<file path="src/rtl/alu_mul_seq_pkg.sv">
// Shared definitions for the multiply sequencer: ALU opcodes, comparator
// sub-codes and the sequencer state encoding.
package alu_mul_seq_pkg;

  localparam logic [3:0] ALU_AND  = 4'b0000;
  localparam logic [3:0] ALU_OR   = 4'b0001;
  localparam logic [3:0] ALU_ADD  = 4'b0010;
  localparam logic [3:0] ALU_SUB  = 4'b0110;
  localparam logic [3:0] ALU_COMP = 4'b0111;
  localparam logic [3:0] ALU_NOR  = 4'b1100;
  localparam logic [3:0] ALU_NAND = 4'b1101;

  localparam logic [2:0] COMP_EQ  = 3'b000;
  localparam logic [2:0] COMP_NE  = 3'b001;
  localparam logic [2:0] COMP_LT  = 3'b010;
  localparam logic [2:0] COMP_GE  = 3'b011;
  localparam logic [2:0] COMP_LTU = 3'b100;
  localparam logic [2:0] COMP_GEU = 3'b101;

  typedef enum logic [2:0] {
    S_IDLE   = 3'd0,
    S_NEG_A  = 3'd1,
    S_NEG_B  = 3'd2,
    S_MUL    = 3'd3,
    S_FIX_LO = 3'd4,
    S_FIX_HI = 3'd5,
    S_DONE   = 3'd6
  } state_t;

endpackage

</file>
<file path="src/rtl/alu_mul_seq_if.sv">
// Operand/product handshake between the EX stage and the multiply sequencer.
interface alu_mul_seq_if #(
  parameter int WIDTH = 32
);
  logic               in_valid;
  logic               in_ready;
  logic               in_signed;
  logic [WIDTH-1:0]   in_a;
  logic [WIDTH-1:0]   in_b;
  logic               out_valid;
  logic               out_ready;
  logic [2*WIDTH-1:0] out_prod;

  modport master (
    output in_valid, in_signed, in_a, in_b, out_ready,
    input  in_ready, out_valid, out_prod
  );

  modport slave (
    input  in_valid, in_signed, in_a, in_b, out_ready,
    output in_ready, out_valid, out_prod
  );
endinterface

</file>
<file path="src/rtl/alu_mul_seq.sv">
// Multi-cycle 32x32->64 multiply that borrows the shared EX-stage ALU: magnitude
// negation, 32 shift-add steps, then a 64-bit two's-complement fixup.
module alu_mul_seq
  import alu_mul_seq_pkg::*;
#(
  parameter int WIDTH = 32,
  parameter int CNT_W = 5
) (
  input  logic             clk,
  input  logic             rst_n,
  alu_mul_seq_if.slave     bus,
  output logic [WIDTH-1:0] alu_src1,
  output logic [WIDTH-1:0] alu_src2,
  output logic [3:0]       alu_ctrl,
  output logic [2:0]       alu_comp,
  input  logic [WIDTH-1:0] alu_result,
  input  logic             alu_cout
);

  state_t             state;
  logic [WIDTH-1:0]   hi;
  logic [WIDTH-1:0]   lo;
  logic [WIDTH-1:0]   mcand;
  logic [CNT_W-1:0]   cnt;
  logic               neg;
  logic               sgn;
  logic               lz;

  assign bus.out_prod = {hi, lo};

  // ALU operands are pure decode of state; idle cycles issue a harmless 0+0.
  always_comb begin
    alu_src1 = '0;
    alu_src2 = '0;
    alu_ctrl = ALU_ADD;
    alu_comp = COMP_EQ;
    case (state)
      S_NEG_A: begin
        alu_ctrl = ALU_SUB;
        alu_src2 = mcand;
      end
      S_NEG_B, S_FIX_LO: begin
        alu_ctrl = ALU_SUB;
        alu_src2 = lo;
      end
      S_MUL: begin
        alu_src1 = hi;
        alu_src2 = lo[0] ? mcand : '0;
      end
      S_FIX_HI: begin
        if (neg) begin
          if (lz) begin
            alu_ctrl = ALU_SUB;
            alu_src2 = hi;
          end else begin
            alu_ctrl = ALU_NOR;
            alu_src1 = hi;
            alu_src2 = hi;
          end
        end
      end
      default: ;
    endcase
  end

  always_ff @(posedge clk or negedge rst_n) begin
    if (!rst_n) begin
      state         <= S_IDLE;
      bus.in_ready  <= 1'b1;
      bus.out_valid <= 1'b0;
      hi            <= '0;
      lo            <= '0;
      mcand         <= '0;
      cnt           <= '0;
      neg           <= 1'b0;
      sgn           <= 1'b0;
      lz            <= 1'b0;
    end else begin
      case (state)
        S_IDLE: begin
          if (bus.in_valid) begin
            lo           <= bus.in_b;
            mcand        <= bus.in_a;
            hi           <= '0;
            neg          <= bus.in_signed & (bus.in_a[WIDTH-1] ^ bus.in_b[WIDTH-1]);
            sgn          <= bus.in_signed;
            bus.in_ready <= 1'b0;
            state        <= S_NEG_A;
          end
        end
        S_NEG_A: begin
          if (sgn && mcand[WIDTH-1]) mcand <= alu_result;
          state <= S_NEG_B;
        end
        S_NEG_B: begin
          // lo still holds the raw multiplier here, so lo[MSB] is its sign.
          if (sgn && lo[WIDTH-1]) lo <= alu_result;
          cnt   <= '0;
          state <= S_MUL;
        end
        S_MUL: begin
          {hi, lo} <= {alu_cout, alu_result, lo[WIDTH-1:1]};
          cnt      <= cnt + 1'b1;
          if (cnt == CNT_W'(WIDTH - 1)) state <= S_FIX_LO;
        end
        S_FIX_LO: begin
          if (neg) begin
            lo <= alu_result;
            lz <= (lo == '0);
          end
          state <= S_FIX_HI;
        end
        S_FIX_HI: begin
          // A zero low word carries into hi, so negate it; otherwise just invert.
          if (neg) hi <= alu_result;
          bus.out_valid <= 1'b1;
          state         <= S_DONE;
        end
        S_DONE: begin
          if (bus.out_ready) begin
            bus.out_valid <= 1'b0;
            bus.in_ready  <= 1'b1;
            state         <= S_IDLE;
          end
        end
        default: begin
          bus.out_valid <= 1'b0;
          bus.in_ready  <= 1'b1;
          state         <= S_IDLE;
        end
      endcase
    end
  end

endmodule

</file>
<file path="src/flat_wrapper.sv">
// flat-port wrapper written by rule: the top's interface ports become plain ports
module alu_mul_seq_flat import alu_mul_seq_pkg::*;
#(
  parameter int WIDTH = 32,
  parameter int CNT_W = 5
)
  (clk, rst_n, alu_src1, alu_src2, alu_ctrl, alu_comp, alu_result, alu_cout, bus_in_valid, bus_in_signed, bus_in_a, bus_in_b, bus_out_ready, bus_in_ready, bus_out_valid, bus_out_prod);
  alu_mul_seq_if #(.WIDTH(WIDTH)) bus_i ();
  input  logic clk;
  input  logic rst_n;
  output logic [WIDTH-1:0] alu_src1;
  output logic [WIDTH-1:0] alu_src2;
  output logic [3:0] alu_ctrl;
  output logic [2:0] alu_comp;
  input  logic [WIDTH-1:0] alu_result;
  input  logic alu_cout;
  input wire logic [$bits(bus_i.in_valid)-1:0] bus_in_valid;
  input wire logic [$bits(bus_i.in_signed)-1:0] bus_in_signed;
  input wire logic [$bits(bus_i.in_a)-1:0] bus_in_a;
  input wire logic [$bits(bus_i.in_b)-1:0] bus_in_b;
  input wire logic [$bits(bus_i.out_ready)-1:0] bus_out_ready;
  output wire logic [$bits(bus_i.in_ready)-1:0] bus_in_ready;
  output wire logic [$bits(bus_i.out_valid)-1:0] bus_out_valid;
  output wire logic [$bits(bus_i.out_prod)-1:0] bus_out_prod;
  assign bus_i.in_valid = bus_in_valid;
  assign bus_i.in_signed = bus_in_signed;
  assign bus_i.in_a = bus_in_a;
  assign bus_i.in_b = bus_in_b;
  assign bus_i.out_ready = bus_out_ready;
  assign bus_in_ready = bus_i.in_ready;
  assign bus_out_valid = bus_i.out_valid;
  assign bus_out_prod = bus_i.out_prod;
  alu_mul_seq #(.WIDTH(WIDTH), .CNT_W(CNT_W)) u_core (.clk(clk), .rst_n(rst_n), .bus(bus_i), .alu_src1(alu_src1), .alu_src2(alu_src2), .alu_ctrl(alu_ctrl), .alu_comp(alu_comp), .alu_result(alu_result), .alu_cout(alu_cout));
endmodule
</file>
<file path="config.mk">
export PLATFORM = sky130hd
export DESIGN_NAME = alu_mul_seq_flat
export DESIGN_NICKNAME = d
export VERILOG_FILES = /design/src/rtl/alu_mul_seq_pkg.sv /design/src/rtl/alu_mul_seq_if.sv /design/src/rtl/alu_mul_seq.sv /design/src/flat_wrapper.sv
export SDC_FILE = /design/constraint.sdc
export NUM_CORES = 1
export LEC_CHECK = 0
export ABC_AREA = 1
export CORE_UTILIZATION = 35
export DETAILED_ROUTE_END_ITERATION = 8
export PLACE_DENSITY = 0.63
export SLEW_MARGIN = 30
export SYNTH_ARGS = -nofsm -noshare
export SYNTH_HDL_FRONTEND = slang
export SYNTH_SLANG_ARGS = --single-unit
</file>
<file path="constraint.sdc">
create_clock -name clk -period 3.9 [get_ports clk]
set_clock_uncertainty 0.15 [all_clocks]
set_input_delay 0.585 -clock clk [delete_from_list [all_inputs] [get_ports clk]]
set_output_delay 0.585 -clock clk [all_outputs]
set_load 0.03 [all_outputs]
</file>
==> results of run 1 <==
==> worst min path at each step <==
stage / to / slack, ps / start / cells after the start
after floorplan: u_core.bus.out_valid / 140 / rst_n / 0
after global placement: u_core.bus.in_ready / 330 / u_core.bus.in_ready / 2
after detailed placement: u_core.bus.in_ready / 330 / u_core.bus.in_ready / 2
after CTS: u_core.mcand[18] / 150 / rst_n / 1
after global routing: u_core.mcand[18] / 180 / rst_n / 1
final: u_core.mcand[18] / 120 / rst_n / 1
==> power by group through the flow <==
stage | sequential, W | combinational, W | clock [W]
CTS | 0.00223 | 0.00569 | 0.00104
finish | 0.00224 | 0.00563 | 0.00103
global route | 0.00231 | 0.00619 | 0.00108
global placement | 0.00225 | 0.00560 | 0
detailed placement | 0.00224 | 0.00567 | 0
floorplan | 0.00264 | 0.00309 | 0
==> cells by family after synthesis <==
group,synth area share (%)
other,0.0554
AOI/OAI and AO/OA,12.2
buffers and inverters,10.9
DFF,40.3
adders and majority gates,0.370
and+or+nand+nor,36.0
xor gates and xnor gates,0.129
==> per-layer routing <==
metal	track usage (%)	up-vias	wire (um)
met2	41.5	254	11200
met5	0	-	0
met4	6.24	0	244
met1	33.4	3336	11200
met3	4.14	22	1450
li1	-	3637	-
==> stage by stage <==
| stage | hold WS [ps] | instance area [um^2] | util (%) |
|---|---|---|---|
| floorplan | 139 | 6780 | - |
| global placement | 328 | 9210 | 48.9 |
| detailed placement | 331 | 9210 | 48.9 |
| CTS | 149 | 9540 | 50.6 |
| global route | 177 | 9540 | 50.6 |
| finish | 123 | 9540 | 50.6 |
==> Yosys cell counts, drive strengths merged <==
master,number
nor2,66
conb,1
o21ai,103
nor3,1
or2,1
nand3,108
o31ai,2
a22o,2
o22ai,1
o211ai,32
inv,106
ha,2
buf,44
o21bai,1
clkbuf,22
xnor2,1
dfstp,1
nand2,422
dfrtp,108
a21oi,4
==> state kept, by name, indices dropped and copies added, names as in the netlist <==
signal,cells
u_core.state,3
u_core.bus.in_ready,1
u_core.neg,1
u_core.bus.out_valid,1
u_core.lo,32
u_core.cnt,5
u_core.hi,32
u_core.sgn,1
u_core.mcand,32
u_core.lz,1
==> final cells by class <==
type                    instances  area [um^2]
fillers                      1873         9300
multi-input cells             750         3360
flip-flops and latches        109         2730
repair buffers                253         2400
inverters                     106          398
well taps                     260          325
clock buffers                  11          243
clock inverters                 5         82.6
==> worst max-delay path, stage by stage, from the launching register on <==
cell,delay (ps)
dfrtp_1,500
inv_1,230
nand2_1,200
nor2_4,460
nand2_1,100
nand2_1,100
buf_4,290
nand2_1,100
o211ai_1,120
buf_4,200
==> out/metrics.yaml, run 1 <==
setup_path:
  r2r_cells: 6
  startpoint: "u_core.state[2]"
  startpoint_type: "flop"
  r2r_end: "u_core.mcand[14]"
  ff2ff_setup_slack_ps: 1060
  crit_path_end_kind: "primary output"
  critical_path_required_ps: 3160
  worstSetupPathType: "flop to primary output"
  path_max_fanout: 19
  regToRegStartpoint: "u_core.state[2]"
  worstPathArrival_ps: 2650
  endpoint: "alu_src2[0]"
die:
  fp.dieH_um: 141
  ios: 239
  chipWidth_um: 141
  die-area_um2: 19900
  start_util_pct: 35.9
  rows: 50
  core_area_um2: 18800
logic_synthesis:
  yosysWarnings: 0
  synth.avg_cell_area_um2: 6.58
  syn_inst: 1028
  synth_top_area_share_pct: 39.9
  synth_area_leaders: "dfrtp_1 (40%), nand2_1 (23%), nand3_1 (7.9%)"
  ys_types: 28
  yosys.area.top_type: "dfrtp_1"
  ys_ff_latch: 109
  synth-seq-area-share_pct: 40.3
  netlist_area_um2: 6770
layout:
  syn_to_final_growth_pct: 40.9
  final_cell_mix: "nand2_1 (416), clkdlybuf4s50_1 (169), dfrtp_1 (108)"
  instances_no_fill: 1494
  insertedDiodeCount: 0
  final_common_cell: "nand2_1"
  drive_gt1_share_pct: 9.81
  final_nets: 1333
routing:
  drt_iter0_drc: 389
  routedWlPerCell_um: 16.1
  via_per_inst: 4.85
  dr.pass1.iters: 5
  drcViolationCount: 0
  wl_um: 24100
  vias: 7249
  ant_nets: 0
global_route:
  antenna_found_initial: 0
  grt_usage_pct: 24.9
  grt_pass1_vias: 7064
  grt_start_max_net_pins: 69
  grt-ovfl-total: 0
  grt_pass1_wl_um: 38500
power_and_ir_drop:
  pwr-share-comb_pct: 63.3
  pwr-share-clk_pct: 11.5
  p_int_w: 0.00419
  p_leak_nw: 4.54
  peakVddDrop_mv: 0.406
  swShare_pct: 52.9
  p_switching_w: 0.00471
  seq_power_share_pct: 25.2
  power_w: 0.00889
  powerDensity_nw_per_um2: 933
job:
  maxCapViolations: 0
clock_network:
  cts_setup_buffers: 0
  cts-hold-fix-buffers: 0
  tritoncts: "yes"
  clock_sinks: 109
  cts_inserted_buffers: 9
  clk_latency_ps: 350
  cts_resized: 0
  clkTransAtPathRegs_ps: 80
  cts_root_buffer: "clkbuf_16"
  ctsLongestPathBuffers: 2
  h-tree-depth: 3
sta:
  final-setup-viol-count: 0
  fin_crit_ps: 3390
  rsz0062_at_grt: "no"
  fin_ws_ps: 513
  slew_violations: 0
  hold_viol: 0
  slew_headroom_pct: 51.6
  tightest_slew_ps: 726
  finalSetupTns_ps: 0
  max_freq_ghz: 0.295
  finalCritPeriodShare_pct: 86.8
placement:
  dp_slack_ps: 898
  post-place-cells: 1478
  port_buffers: 234
  gp_routability_congestion: 0.879
  dp_hpwl_um: 17000
worst_hold_path:
  worstHoldPathType: "input pin to asynchronous set/reset pin"
outcome:
  status: "completed"
Power figures use the tool's default switching activity.
==> run 2: changes to the inputs <==
Settings changed: CORE_ASPECT_RATIO set to 1.25, CORE_MARGIN set to 3.
Clock period 3.9 ns to 3.4 ns, I/O delays scaled along.
==> out/metrics.yaml, run 2 (same netlist as run 1, synthesis figures left out) <==
sta:
  fin_crit_ps: 3160
  fin_ws_ps: 237  # -276 ps
  tightest_slew_ps: 842  # +116 ps
  rsz0062_at_grt: "no"
  final-setup-viol-count: 0  # unchanged
  slew_violations: 0  # unchanged
  max_freq_ghz: 0.316
  finalSetupTns_ps: 0  # unchanged
  finalCritPeriodShare_pct: 93.0
  whs_ps: -2.49  # -125 ps
  slew_headroom_pct: 43.7  # -7.9 points
  hold_viol: 2  # +2
global_route:
  grt_pass1_wl_um: 39100  # +1.6%
  grt-ovfl-total: 0  # unchanged
  grt_usage_pct: 23.7  # -1.2 points
  grt_start_max_net_pins: 69  # unchanged
  grt_pass1_vias: 7059  # -0.071%
  antenna_found_initial: 0  # unchanged
placement:
  dp_slack_ps: 563  # -335 ps
  port_buffers: 234  # unchanged
  dp_hpwl_um: 17000  # +0.14%
  post-place-cells: 1450  # -1.9%
  gp_routability_congestion: 0.840  # -4.4%
routing:
  routedWlPerCell_um: 17.0  # +5.3%
  wl_met2_um: 12600  # +12%
  wl_met1_um: 10500  # -6.2%
  wl_um: 25000  # +3.5%
  drcViolationCount: 0  # unchanged
  route.met3.wl_um: 1420  # -2.1%
  vias: 7278  # +0.40%
  drt_iter0_drc: 446  # +15%
  ant_nets: 0  # unchanged
  top_layer_used: "met4"
  dr.pass1.iters: 5  # unchanged
  via_per_inst: 4.96  # +2.2%
clock_network:
  tritoncts: "yes"
  clk_latency_ps: 350  # about the same
  cts_resized: 0  # unchanged
  cts_setup_buffers: 0  # unchanged
  ctsLongestPathBuffers: 2  # unchanged
  cts_inserted_buffers: 9  # unchanged
  h-tree-depth: 3  # unchanged
  clock_sinks: 109  # unchanged
  cts_root_buffer: "clkbuf_16"
  cts-hold-fix-buffers: 0  # unchanged
  clkTransAtPathRegs_ps: 80  # about the same
setup_path:
  critical_path_required_ps: 2740  # -420 ps
  path_max_fanout: 15  # -4
  crit_chain: "inv_1 > nand2_1 > nor2_4 > buf_12 > nor2_4 > buf_4 > nor2_1 > buf_4"
  cp_slowest_stage_delay_ps: 550  # +50 ps
  startpoint_type: "flop"
  crit_path_end_kind: "primary output"
  r2r_cells: 9  # +3
  worstSetupPathType: "flop to primary output"
  cpMaxStageDelayCell: "dfrtp_1"
  worstPathArrival_ps: 2500  # -150 ps
layout:
  drive_gt1_share_pct: 10.0  # +0.23 points
  largestRegisters: "u_core.hi x32, u_core.lo x32, u_core.mcand x32"
  syn_to_final_growth_pct: 40.3
  ff_latch_area_um2: 2730  # unchanged
  multi_input_area_um2: 3360  # -0.15%
  instances_no_fill: 1468  # -1.7%
  final_cell_mix: "nand2_1 (416), clkdlybuf4s50_1 (167), dfrtp_1 (108)"
  fill_cells: 1964  # +4.9%
  insertedDiodeCount: 0  # unchanged
  final_common_cell: "nand2_1"
  final_nets: 1335  # +0.15%
  utilization_pct: 50.4  # -0.27 points
outcome:
  violations: "hold timing"
  status: "finished, violations left"
die:
  start_util_pct: 35.9  # about the same
  die-area_um2: 21000  # +5.8%
  chipWidth_um: 130  # -7.6%
  ios: 239  # unchanged
  rows: 56  # +12%
  core_area_um2: 18800  # about the same
  fp.dieH_um: 161  # +14%
power_and_ir_drop:
  peakVddDrop_mv: 0.569  # +40%
  p_leak_nw: 4.54  # +0.14%
  powerDensity_nw_per_um2: 1070  # +15%
job:
  maxCapViolations: 0  # unchanged
worst_hold_path:
  worstHoldPathType: "input pin to asynchronous set/reset pin"
## run 2: layout make-up
class,instances,share of cell area (%)
Clock buffer,12,2.70
Clock inverter,4,0.593
Inverter,106,4.19
Multi-Input combinational cell,750,35.3
Sequential cell,109,28.7
Tap cell,232,3.06
Timing Repair Buffer,255,25.4
## run 2: path summary, 6_finish.rpt
path                                     start  slack, ps                  end
hold / removal                           rst_n         -2     u_core.mcand[11]
setup reg to reg               u_core.state[1]        830        u_core.hi[17]
max in group asynchronous                rst_n       2360  u_core.bus.in_ready
setup / recovery               u_core.state[2]        240         alu_src1[18]
min in group clk           u_core.bus.in_ready        340  u_core.bus.in_ready
hold reg to reg            u_core.bus.in_ready        340  u_core.bus.in_ready
## run 2: worst max-delay path, delay by kind of cell (launching register included)
kind	cells	cell delay [ps]
simple gates	4	820
buf+inv	4	770
flops	1	550
## run 2: routing by layer
metal  vias to the layer above  global-route usage [%]
li1                       3633                       -
met1                      3373                    30.4
met2                       245                    41.5
met3                        27                    3.74
met4                         0                    5.57
met5                         -                       0
## run 2: report_power, final
part	total, W	switching, W	internal (W)
logic	0.00651	0.00429	0.00223
clock network	0.00112	0.000502	0.000617
registers	0.00254	0.000631	0.00191
total	0.0102	0.00542	0.00475
## run 2: through the flow
step / hold slack, ps / total power (W) / cell area, um^2
after floorplan: 64.4 / 0.00657 / 6780
after detailed placement: 330 / 0.00909 / 9150
after global placement: 329 / 0.00902 / 9150
after global routing: 23.5 / 0.0110 / 9490
final: -2.49 / 0.0102 / 9490
after CTS: 8.32 / 0.0102 / 9470
